`src/rtl/biu_arb_if.sv`:
```
// Bus bundle for the fetch/load-store arbiter: both requester ports, the shared
// memory port and the busy flag. The slave modport is the arbiter's view.
interface biu_arb_if;
    // Fetch requester
    logic        hs_if4bi_val;
    logic        hs_bi4if_rdy;
    logic [31:0] i_if_adr;
    logic        hs_bi4if_rval;
    logic [31:0] o_if_rdat;
    // Load/store requester
    logic        hs_ls4bi_val;
    logic        hs_bi4ls_rdy;
    logic [31:0] i_ls_adr;
    logic [31:0] i_ls_wdat;
    logic [3:0]  i_ls_wen;
    logic        i_ls_ren;
    logic        hs_bi4ls_rval;
    logic [31:0] o_ls_rdat;
    // Shared memory port
    logic        o_mem_val;
    logic        i_mem_rdy;
    logic [31:0] o_mem_adr;
    logic [31:0] o_mem_wdat;
    logic [3:0]  o_mem_wen;
    logic        i_mem_rval;
    logic [31:0] i_mem_rdat;
    logic        o_busy;

    modport slave (
        input  hs_if4bi_val, i_if_adr,
        output hs_bi4if_rdy, hs_bi4if_rval, o_if_rdat,
        input  hs_ls4bi_val, i_ls_adr, i_ls_wdat, i_ls_wen, i_ls_ren,
        output hs_bi4ls_rdy, hs_bi4ls_rval, o_ls_rdat,
        output o_mem_val, o_mem_adr, o_mem_wdat, o_mem_wen,
        input  i_mem_rdy, i_mem_rval, i_mem_rdat,
        output o_busy
    );

    modport master (
        output hs_if4bi_val, i_if_adr,
        input  hs_bi4if_rdy, hs_bi4if_rval, o_if_rdat,
        output hs_ls4bi_val, i_ls_adr, i_ls_wdat, i_ls_wen, i_ls_ren,
        input  hs_bi4ls_rdy, hs_bi4ls_rval, o_ls_rdat,
        input  o_mem_val, o_mem_adr, o_mem_wdat, o_mem_wen,
        output i_mem_rdy, i_mem_rval, i_mem_rdat,
        input  o_busy
    );
endinterface

```
`src/rtl/biu_arb.sv`:
```
// Single-outstanding memory port arbiter between instruction fetch and
// load/store, with a starvation counter that eventually forces a fetch grant.
module biu_arb #(
    parameter int STARVE_MAX = 4,
    localparam int SW = $clog2(STARVE_MAX + 1)
) (
    input  logic          clk,
    input  logic          rst,
    biu_arb_if.slave      bus,
    output logic          dbg_state_o,
    output logic [SW-1:0] dbg_starve_o,
    output logic          dbg_rd_o
);
    // Handshake: a request transfers on the cycle where o_mem_val & i_mem_rdy;
    // the winner's rdy mirrors i_mem_rdy in that same cycle, and exactly one
    // i_mem_rval later completes it. rval outputs are one-cycle pulses.
    typedef enum logic {
        IDLE = 1'b0,
        WAIT = 1'b1
    } state_t;

    localparam logic OWN_IF = 1'b0;
    localparam logic OWN_LS = 1'b1;

    state_t        state_q, state_d;
    logic          owner_q, owner_d;
    logic [SW-1:0] starve_q, starve_d;
    logic          rd_q, rd_d;
    logic          busy_q;
    logic          if_rval_q, ls_rval_q;
    logic [31:0]   if_rdat_q, ls_rdat_q;

    logic starve_at_max;
    logic fetch_win;
    logic ls_win;
    logic rsp;

    assign starve_at_max = (starve_q == SW'(STARVE_MAX));
    assign rsp           = (state_q == WAIT) && bus.i_mem_rval;

    always_comb begin
        state_d            = state_q;
        owner_d            = owner_q;
        starve_d           = starve_q;
        rd_d               = rd_q;
        fetch_win          = 1'b0;
        ls_win             = 1'b0;
        bus.o_mem_val      = 1'b0;
        bus.o_mem_adr      = 32'h0;
        bus.o_mem_wdat     = 32'h0;
        bus.o_mem_wen      = 4'h0;
        bus.hs_bi4if_rdy   = 1'b0;
        bus.hs_bi4ls_rdy   = 1'b0;
        if (!rst) begin
            case (state_q)
                IDLE: begin
                    fetch_win = bus.hs_if4bi_val && (!bus.hs_ls4bi_val || starve_at_max);
                    ls_win    = bus.hs_ls4bi_val && !fetch_win;
                    if (fetch_win) begin
                        bus.o_mem_val    = 1'b1;
                        bus.o_mem_adr    = bus.i_if_adr;
                        bus.hs_bi4if_rdy = bus.i_mem_rdy;
                        if (bus.i_mem_rdy) begin
                            state_d  = WAIT;
                            owner_d  = OWN_IF;
                            starve_d = '0;
                            rd_d     = 1'b1;
                        end
                    end else if (ls_win) begin
                        bus.o_mem_val    = 1'b1;
                        bus.o_mem_adr    = bus.i_ls_adr;
                        bus.o_mem_wdat   = bus.i_ls_wdat;
                        bus.o_mem_wen    = bus.i_ls_wen;
                        bus.hs_bi4ls_rdy = bus.i_mem_rdy;
                        if (bus.i_mem_rdy) begin
                            state_d = WAIT;
                            owner_d = OWN_LS;
                            rd_d    = bus.i_ls_ren && (bus.i_ls_wen == 4'h0);
                            // Only count grants that actually made fetch wait
                            if (bus.hs_if4bi_val && !starve_at_max) begin
                                starve_d = starve_q + SW'(1);
                            end
                        end
                    end
                end
                WAIT: begin
                    if (bus.i_mem_rval) begin
                        state_d = IDLE;
                    end
                end
                default: state_d = IDLE;
            endcase
        end
    end

    always_ff @(posedge clk) begin
        if (rst) begin
            state_q   <= IDLE;
            owner_q   <= OWN_IF;
            starve_q  <= '0;
            rd_q      <= 1'b0;
            busy_q    <= 1'b0;
            if_rval_q <= 1'b0;
            ls_rval_q <= 1'b0;
            if_rdat_q <= 32'h0;
            ls_rdat_q <= 32'h0;
        end else begin
            state_q   <= state_d;
            owner_q   <= owner_d;
            starve_q  <= starve_d;
            rd_q      <= rd_d;
            busy_q    <= (state_d == WAIT);
            if_rval_q <= rsp && (owner_q == OWN_IF);
            ls_rval_q <= rsp && (owner_q == OWN_LS);
            if (rsp && (owner_q == OWN_IF)) begin
                if_rdat_q <= bus.i_mem_rdat;
            end
            if (rsp && (owner_q == OWN_LS)) begin
                ls_rdat_q <= bus.i_mem_rdat;
            end
        end
    end

    assign bus.hs_bi4if_rval = if_rval_q;
    assign bus.hs_bi4ls_rval = ls_rval_q;
    assign bus.o_if_rdat     = if_rdat_q;
    assign bus.o_ls_rdat     = ls_rdat_q;
    assign bus.o_busy        = busy_q;

    assign dbg_state_o  = state_q;
    assign dbg_starve_o = starve_q;
    assign dbg_rd_o     = rd_q;
endmodule

```
`src/flat_wrapper.sv`:
```
// flat-port wrapper written by rule: the top's interface ports become plain ports
module biu_arb_flat 
#(
    parameter int STARVE_MAX = 4,
    localparam int SW = $clog2(STARVE_MAX + 1)
)
  (clk, rst, dbg_state_o, dbg_starve_o, dbg_rd_o, bus_hs_if4bi_val, bus_i_if_adr, bus_hs_bi4if_rdy, bus_hs_bi4if_rval, bus_o_if_rdat, bus_hs_ls4bi_val, bus_i_ls_adr, bus_i_ls_wdat, bus_i_ls_wen, bus_i_ls_ren, bus_hs_bi4ls_rdy, bus_hs_bi4ls_rval, bus_o_ls_rdat, bus_o_mem_val, bus_o_mem_adr, bus_o_mem_wdat, bus_o_mem_wen, bus_i_mem_rdy, bus_i_mem_rval, bus_i_mem_rdat, bus_o_busy);
  biu_arb_if bus_i ();
  input  logic clk;
  input  logic rst;
  output logic dbg_state_o;
  output logic [SW-1:0] dbg_starve_o;
  output logic dbg_rd_o;
  input wire logic [$bits(bus_i.hs_if4bi_val)-1:0] bus_hs_if4bi_val;
  input wire logic [$bits(bus_i.i_if_adr)-1:0] bus_i_if_adr;
  output wire logic [$bits(bus_i.hs_bi4if_rdy)-1:0] bus_hs_bi4if_rdy;
  output wire logic [$bits(bus_i.hs_bi4if_rval)-1:0] bus_hs_bi4if_rval;
  output wire logic [$bits(bus_i.o_if_rdat)-1:0] bus_o_if_rdat;
  input wire logic [$bits(bus_i.hs_ls4bi_val)-1:0] bus_hs_ls4bi_val;
  input wire logic [$bits(bus_i.i_ls_adr)-1:0] bus_i_ls_adr;
  input wire logic [$bits(bus_i.i_ls_wdat)-1:0] bus_i_ls_wdat;
  input wire logic [$bits(bus_i.i_ls_wen)-1:0] bus_i_ls_wen;
  input wire logic [$bits(bus_i.i_ls_ren)-1:0] bus_i_ls_ren;
  output wire logic [$bits(bus_i.hs_bi4ls_rdy)-1:0] bus_hs_bi4ls_rdy;
  output wire logic [$bits(bus_i.hs_bi4ls_rval)-1:0] bus_hs_bi4ls_rval;
  output wire logic [$bits(bus_i.o_ls_rdat)-1:0] bus_o_ls_rdat;
  output wire logic [$bits(bus_i.o_mem_val)-1:0] bus_o_mem_val;
  output wire logic [$bits(bus_i.o_mem_adr)-1:0] bus_o_mem_adr;
  output wire logic [$bits(bus_i.o_mem_wdat)-1:0] bus_o_mem_wdat;
  output wire logic [$bits(bus_i.o_mem_wen)-1:0] bus_o_mem_wen;
  input wire logic [$bits(bus_i.i_mem_rdy)-1:0] bus_i_mem_rdy;
  input wire logic [$bits(bus_i.i_mem_rval)-1:0] bus_i_mem_rval;
  input wire logic [$bits(bus_i.i_mem_rdat)-1:0] bus_i_mem_rdat;
  output wire logic [$bits(bus_i.o_busy)-1:0] bus_o_busy;
  assign bus_i.hs_if4bi_val = bus_hs_if4bi_val;
  assign bus_i.i_if_adr = bus_i_if_adr;
  assign bus_hs_bi4if_rdy = bus_i.hs_bi4if_rdy;
  assign bus_hs_bi4if_rval = bus_i.hs_bi4if_rval;
  assign bus_o_if_rdat = bus_i.o_if_rdat;
  assign bus_i.hs_ls4bi_val = bus_hs_ls4bi_val;
  assign bus_i.i_ls_adr = bus_i_ls_adr;
  assign bus_i.i_ls_wdat = bus_i_ls_wdat;
  assign bus_i.i_ls_wen = bus_i_ls_wen;
  assign bus_i.i_ls_ren = bus_i_ls_ren;
  assign bus_hs_bi4ls_rdy = bus_i.hs_bi4ls_rdy;
  assign bus_hs_bi4ls_rval = bus_i.hs_bi4ls_rval;
  assign bus_o_ls_rdat = bus_i.o_ls_rdat;
  assign bus_o_mem_val = bus_i.o_mem_val;
  assign bus_o_mem_adr = bus_i.o_mem_adr;
  assign bus_o_mem_wdat = bus_i.o_mem_wdat;
  assign bus_o_mem_wen = bus_i.o_mem_wen;
  assign bus_i.i_mem_rdy = bus_i_mem_rdy;
  assign bus_i.i_mem_rval = bus_i_mem_rval;
  assign bus_i.i_mem_rdat = bus_i_mem_rdat;
  assign bus_o_busy = bus_i.o_busy;
  biu_arb #(.STARVE_MAX(STARVE_MAX)) u_core (.clk(clk), .rst(rst), .bus(bus_i), .dbg_state_o(dbg_state_o), .dbg_starve_o(dbg_starve_o), .dbg_rd_o(dbg_rd_o));
endmodule
```
`config.mk`:
```
export PLATFORM = sky130hd
export DESIGN_NAME = biu_arb_flat
export DESIGN_NICKNAME = d
export VERILOG_FILES = /design/src/rtl/biu_arb_if.sv /design/src/rtl/biu_arb.sv /design/src/flat_wrapper.sv
export SDC_FILE = /design/constraint.sdc
export NUM_CORES = 1
export LEC_CHECK = 0
export CORE_AREA = 2 2 113 115
export DETAILED_ROUTE_END_ITERATION = 6
export DIE_AREA = 0 0 115 117
export HOLD_SLACK_MARGIN = 0.08
export PLACE_DENSITY = 0.76
export SLEW_MARGIN = 10
export SYNTH_ARGS = -nofsm -noshare
export SYNTH_HDL_FRONTEND = slang
export SYNTH_SLANG_ARGS = --single-unit
```
`constraint.sdc`:
```
create_clock -name clk -period 1.7 [get_ports clk]
set_clock_uncertainty 0.05 [all_clocks]
set_input_delay 0.34 -clock clk [delete_from_list [all_inputs] [get_ports clk]]
set_output_delay 0.34 -clock clk [all_outputs]
set_load 0.01 [all_outputs]
```
* Word-level counts from Yosys, hierarchy flattened
Cells that the tools add are included.
** Storage, ports and cells
- Input bits :: 139
- Register bits after elaboration :: 72
** Cells by class
- Reductions and logical operators :: 16
- Bitwise operators :: 2
- Add/subtract/negate cells :: 1
- Equal/unequal tests :: 3
- Multiplexer cells :: 40
** Operators with widths (number)
- 2-to-1 mux 32 bit :: 8
- 2-to-1 mux 1 bit :: 22
- 2-to-1 mux 4 bit :: 4
- 2-to-1 mux 3 bit :: 5
- logical AND 1 bit :: 7
- AND reduction 5 bit :: 1
- logical NOT 4 bit :: 1
- != test 2 bit, second input constant :: 2
- AND reduction 4 bit :: 1
- nonzero test 2 bit :: 2
- adder 3 x 1 -> 3 bit, second input constant :: 1
- == test 3 bit, second input constant :: 1
- logical NOT 1 bit :: 3
- inverter 1 bit :: 2
- case mux 1 bit (2 select lines) :: 1
- logical OR 1 bit :: 1

* Depth between registers and ports, before layout
- Depth in word-level cells :: 9
- Mapped depth :: 8
- Depth with buffers taken out :: 5

* Worst setup path after synthesis
No wires, ideal clock.
- Path kind :: flip-flop to output port
- Start :: register u_core.starve_q[0], in the netlist u_core.dbg_starve_o[0]
- End :: output port bus_o_mem_adr[10]
- Buffers on the path :: 3
- Stages on the path, launching flop included :: 9
- Slack :: -0.262 ns
- Data arrival time :: 1.572 ns
- Path through :: dfxtp_1 > inv_1 > ha_1 > a21bo_1 > buf_6 > and2_4 > buf_6 > buf_6 > o21ai_2
** On the way
- Word-level cells in the longest chain between the ends :: 9
** RTL lines
- start: declaration :: RTL line biu_arb.sv:27 : logic [SW-1:0] starve_q, starve_d;
- start signal: assignment :: RTL line biu_arb.sv:110 : starve_q <= starve_d;
- == test 3 bit (*) :: RTL line biu_arb.sv:38 : assign starve_at_max = (starve_q == SW'(STARVE_MAX));
- logical OR 1 bit (*) :: RTL line biu_arb.sv:57 : fetch_win = bus.hs_if4bi_val && (!bus.hs_ls4bi_val || starve_at_max);
- logical AND 1 bit (*) :: RTL line biu_arb.sv:57
- logical NOT 1 bit :: RTL line biu_arb.sv:58 : ls_win = bus.hs_ls4bi_val && !fetch_win;
- logical AND 1 bit :: RTL line biu_arb.sv:58
- 2-to-1 mux 32 bit :: RTL line biu_arb.sv:69 : end else if (ls_win) begin
- 2-to-1 mux 32 bit (*) :: RTL line biu_arb.sv:59 : if (fetch_win) begin
- 2-to-1 mux 32 bit (*) :: RTL line biu_arb.sv:55 : case (state_q)
- 2-to-1 mux 32 bit (*) :: RTL line biu_arb.sv:54 : if (!rst) begin
- end: declaration :: RTL line flat_wrapper.sv:28 : output wire logic [$bits(bus_i.o_mem_adr)-1:0] bus_o_mem_adr;
Mark *: on every way between the ends. The rest lies on a longest branch, timed or not.

* Final worst setup path
- Start :: register u_core.starve_q[0], in the netlist u_core.dbg_starve_o[0]
- End :: output port bus_o_mem_adr[15]
Same word-level chain as after synthesis.

==> impl_results.md <==
* Status: finished, violations left
* Failing checks: setup timing
* Worst-Margin Slew at 0.751 ns
* Number of global-route vias before repair at 4548
* Top Ports at 282
* Final cycle utilization of the critical path at 1.25
* Starting density of the core at 0.293
* Worst Path Required at 1.31 ns
* Pwr dens at 679 mW/mm2
* Rows at 41
* Worst Hold Class: flip-flop to flip-flop
* PnR Total Power at 4.91 mW
* Drt first pass iters at 4
* P&R area growth vs syn at 99.9%
* DRT iter0 DRCs at 301
* Clock insertion delay at the later pin of the skew report at 0.32 ns
* Worst hold slack at 0.406 ns
* CP Class: flip-flop to output port
* Setup violations, final at 70
* Seq/Total Area, Yosys at 0.399
* CTS tree: built
* Slowest cell on the critical path: dfxtp_4
* CP arrival at 1.74 ns
* Max Clock Freq at 0.469 GHz
* Post-Route WL at 15.7 mm
* Die Height at 117 um
* Placer Congestion at 0.947
* Post-synth ARST share at 0
* EDFF count, synth at 0
* Wire per inst at 16.7 um
* Synth Cell Area at 0.00361 mm2
* Fin util at 0.587
* Inserted Clock Buffers at 9
* Netlist cell types at 35
* Number of port buffers at 281
* Dpl hpwl at 11.2 mm
* Crit path largest cell delay at 0.34 ns
* Remaining DRCs at 0
* RSZ-0062 raised after global routing: yes
* Crit path max-delay family: buffers and inverters
* Yosys reg bits at 72
* Longest Clk Path Bufs at 2
* Die footprint at 0.0135 mm2
* Final Hold Viols at 0
* H-tree depth at 3
* Core area at 0.0123 mm2
* Final nets at 925
* Max-slew violation count at 0
* Die X at 115 um
* Ys flop type: dfxtp_1
* Overflow after GRT at 0
* Maximum vdd drop at 0.000401 V
* Reg area at 0.00145 mm2
* Final setup margin at -0.430 ns
* Synth Instances at 490
* Largest net degree at the start of global routing at 72
* Buf/Inv on CP at 3
* Antenna violations before repair at 1
* GRT Total Usage at 0.214
* Worst-path cell chain: inv_2, ha_4, a21bo_4, and2_4, clkbuf_16, o21ai_2, buf_2
* Synthesized Nets at 631
* Number of max-cap violations at 0
* Global-route wire length before repair at 22.8 mm
* CP Capture Type: output port
* Clock Pin Slew Worst Setup and Hold Paths at 0.06 ns
* Antenna viol nets, final at 0
* Root Buffer: clkbuf_16
* Worst setup SP type: flip-flop
* Ys Warns at 0
* Share of post-route cells with drive strength above 1 at 0.236
* Vias per inst at 4.99
* Total number of vias at 4676
* Synthesized area per cell at 7.37 um2
* Pleak at 2.84 nW
* Period minus WS final at 2.13 ns
* Worst-path fanout max at 7
* Num Clock Sinks at 72
* Relative slew slack at 0.499
* # diodes at 0
* Area of the multi-input gates at 0.00203 mm2
* Fillers at 1094
[per-layer routing]
metal | GRT usage | wire length [um] | up-vias
li1 | - | - | 2240
met1 | 0.251 | 6310 | 2195
met2 | 0.385 | 7930 | 219
met3 | 0.0505 | 1110 | 22
met4 | 0.0723 | 322 | 0
met5 | 0 | 0 | -
[through the flow]
stage                     setup TNS [ns]  std cells  instance area (um2)  worst slack [ns]
after global placement            -55.64        907                 6860            -0.853
after detailed placement          -57.60        907                 6860            -0.868
after floorplan                    -3.13        490                 3720            -0.109
after CTS                         -25.16        925                 7000            -0.430
after global routing              -31.64        938                 7220            -0.483
final                             -26.57        938                 7220            -0.430
[kinds of logic (layout without fill, tap and decap cells)]
| logic type | count (synthesis) | in the layout | synth area share |
|---|---|---|---|
| AND/OR/NAND/NOR | 255 | 255 | 0.340 |
| AO/OA/AOI/OAI | 105 | 105 | 0.180 |
| flip-flops | 72 | 72 | 0.399 |
| buffers and inverters | 56 | 354 | 0.0741 |
| adder cells (fa/ha/maj) | 2 | 2 | 0.00692 |
[worst paths after layout]
check / slack [ns] / startpoint / endpoint / cells after the start
hold / removal: 0.41 / u_core.bus.o_if_rdat[16]$_SDFFE_PP0P_ / u_core.bus.o_if_rdat[16]$_SDFFE_PP0P_ / 2
setup reg to reg: 0.15 / u_core.dbg_starve_o[0]$_SDFFE_PP0P_ / u_core.dbg_starve_o[1]$_SDFFE_PP0P_ / 6
hold reg to reg: 0.41 / u_core.bus.o_if_rdat[16]$_SDFFE_PP0P_ / u_core.bus.o_if_rdat[16]$_SDFFE_PP0P_ / 2
setup / recovery: -0.43 / u_core.dbg_starve_o[0]$_SDFFE_PP0P_ / bus_o_mem_adr[15] / 7
[state kept, by name, indices dropped and copies added (netlist names)]
register and flops:
u_core.bus.o_if_rdat 32, u_core.bus.o_ls_rdat 32, u_core.dbg_starve_o 3, u_core.bus.hs_bi4if_rval 1
u_core.bus.hs_bi4ls_rval 1, u_core.dbg_rd_o 1, u_core.dbg_state_o 1, u_core.owner_q 1
[area by class of cell]
type,count,share of cell area
multi-input cells,362,0.281
flip-flops and latches,72,0.201
clock buffers,10,0.0331
repair buffers,334,0.446
well taps,150,0.0260
inverters,5,0.00260
clock inverters,5,0.0111
[worst register-to-register path, cell delays in order (launching register included)]
cell and delay, ns:
dfxtp_4 0.34, inv_2 0.04, ha_4 0.16, a21bo_4 0.22, buf_6 0.17, or3_1 0.35
a21oi_1 0.14
[power breakdown]
part / switching [mW] / internal, mW / total, mW
registers: 0.0216 / 1.72 / 1.74
logic: 0.475 / 0.665 / 1.14
clock network: 0.706 / 1.32 / 2.02
total: 1.20 / 3.70 / 4.91
[synthesized netlist by cell type (4+ instances only)]
cell      instances  area [um2]
buf_1             6        22.5
nor2_1            5        18.8
o21ai_2          29         254
buf_6             5        56.3
nand3_1          34         170
inv_1             4        15.0
nand2_1         130         488
nand4_1          32         200
and2_1           37         231
a21oi_1          68         340
buf_2            10        50.1
dfxtp_1          72        1440
clkbuf_1         28         105
[cells in the final DEF (no fill, tap or decap), types with 21 or more instances in the layout]
| master | instances |
|---|---|
| o21ai_2 | 21 |
| a21oi_1 | 68 |
| buf_2 | 55 |
| buf_4 | 35 |
| nand4_1 | 32 |
| dfxtp_1 | 70 |
| nand3_1 | 34 |
| and2_1 | 35 |
| nand2_1 | 130 |
| clkdlybuf4s50_1 | 202 |
[what timing repair did]
item	in CTS	in global routing
gates cloned	2	6
endpoints found under the setup margin	76	71
setup buffers	1	7
gates resized for setup	319	8
endpoints found under the hold margin	0	0
pin swaps	11	25
hold buffers	0	0
Power figures use the tool's default switching activity.
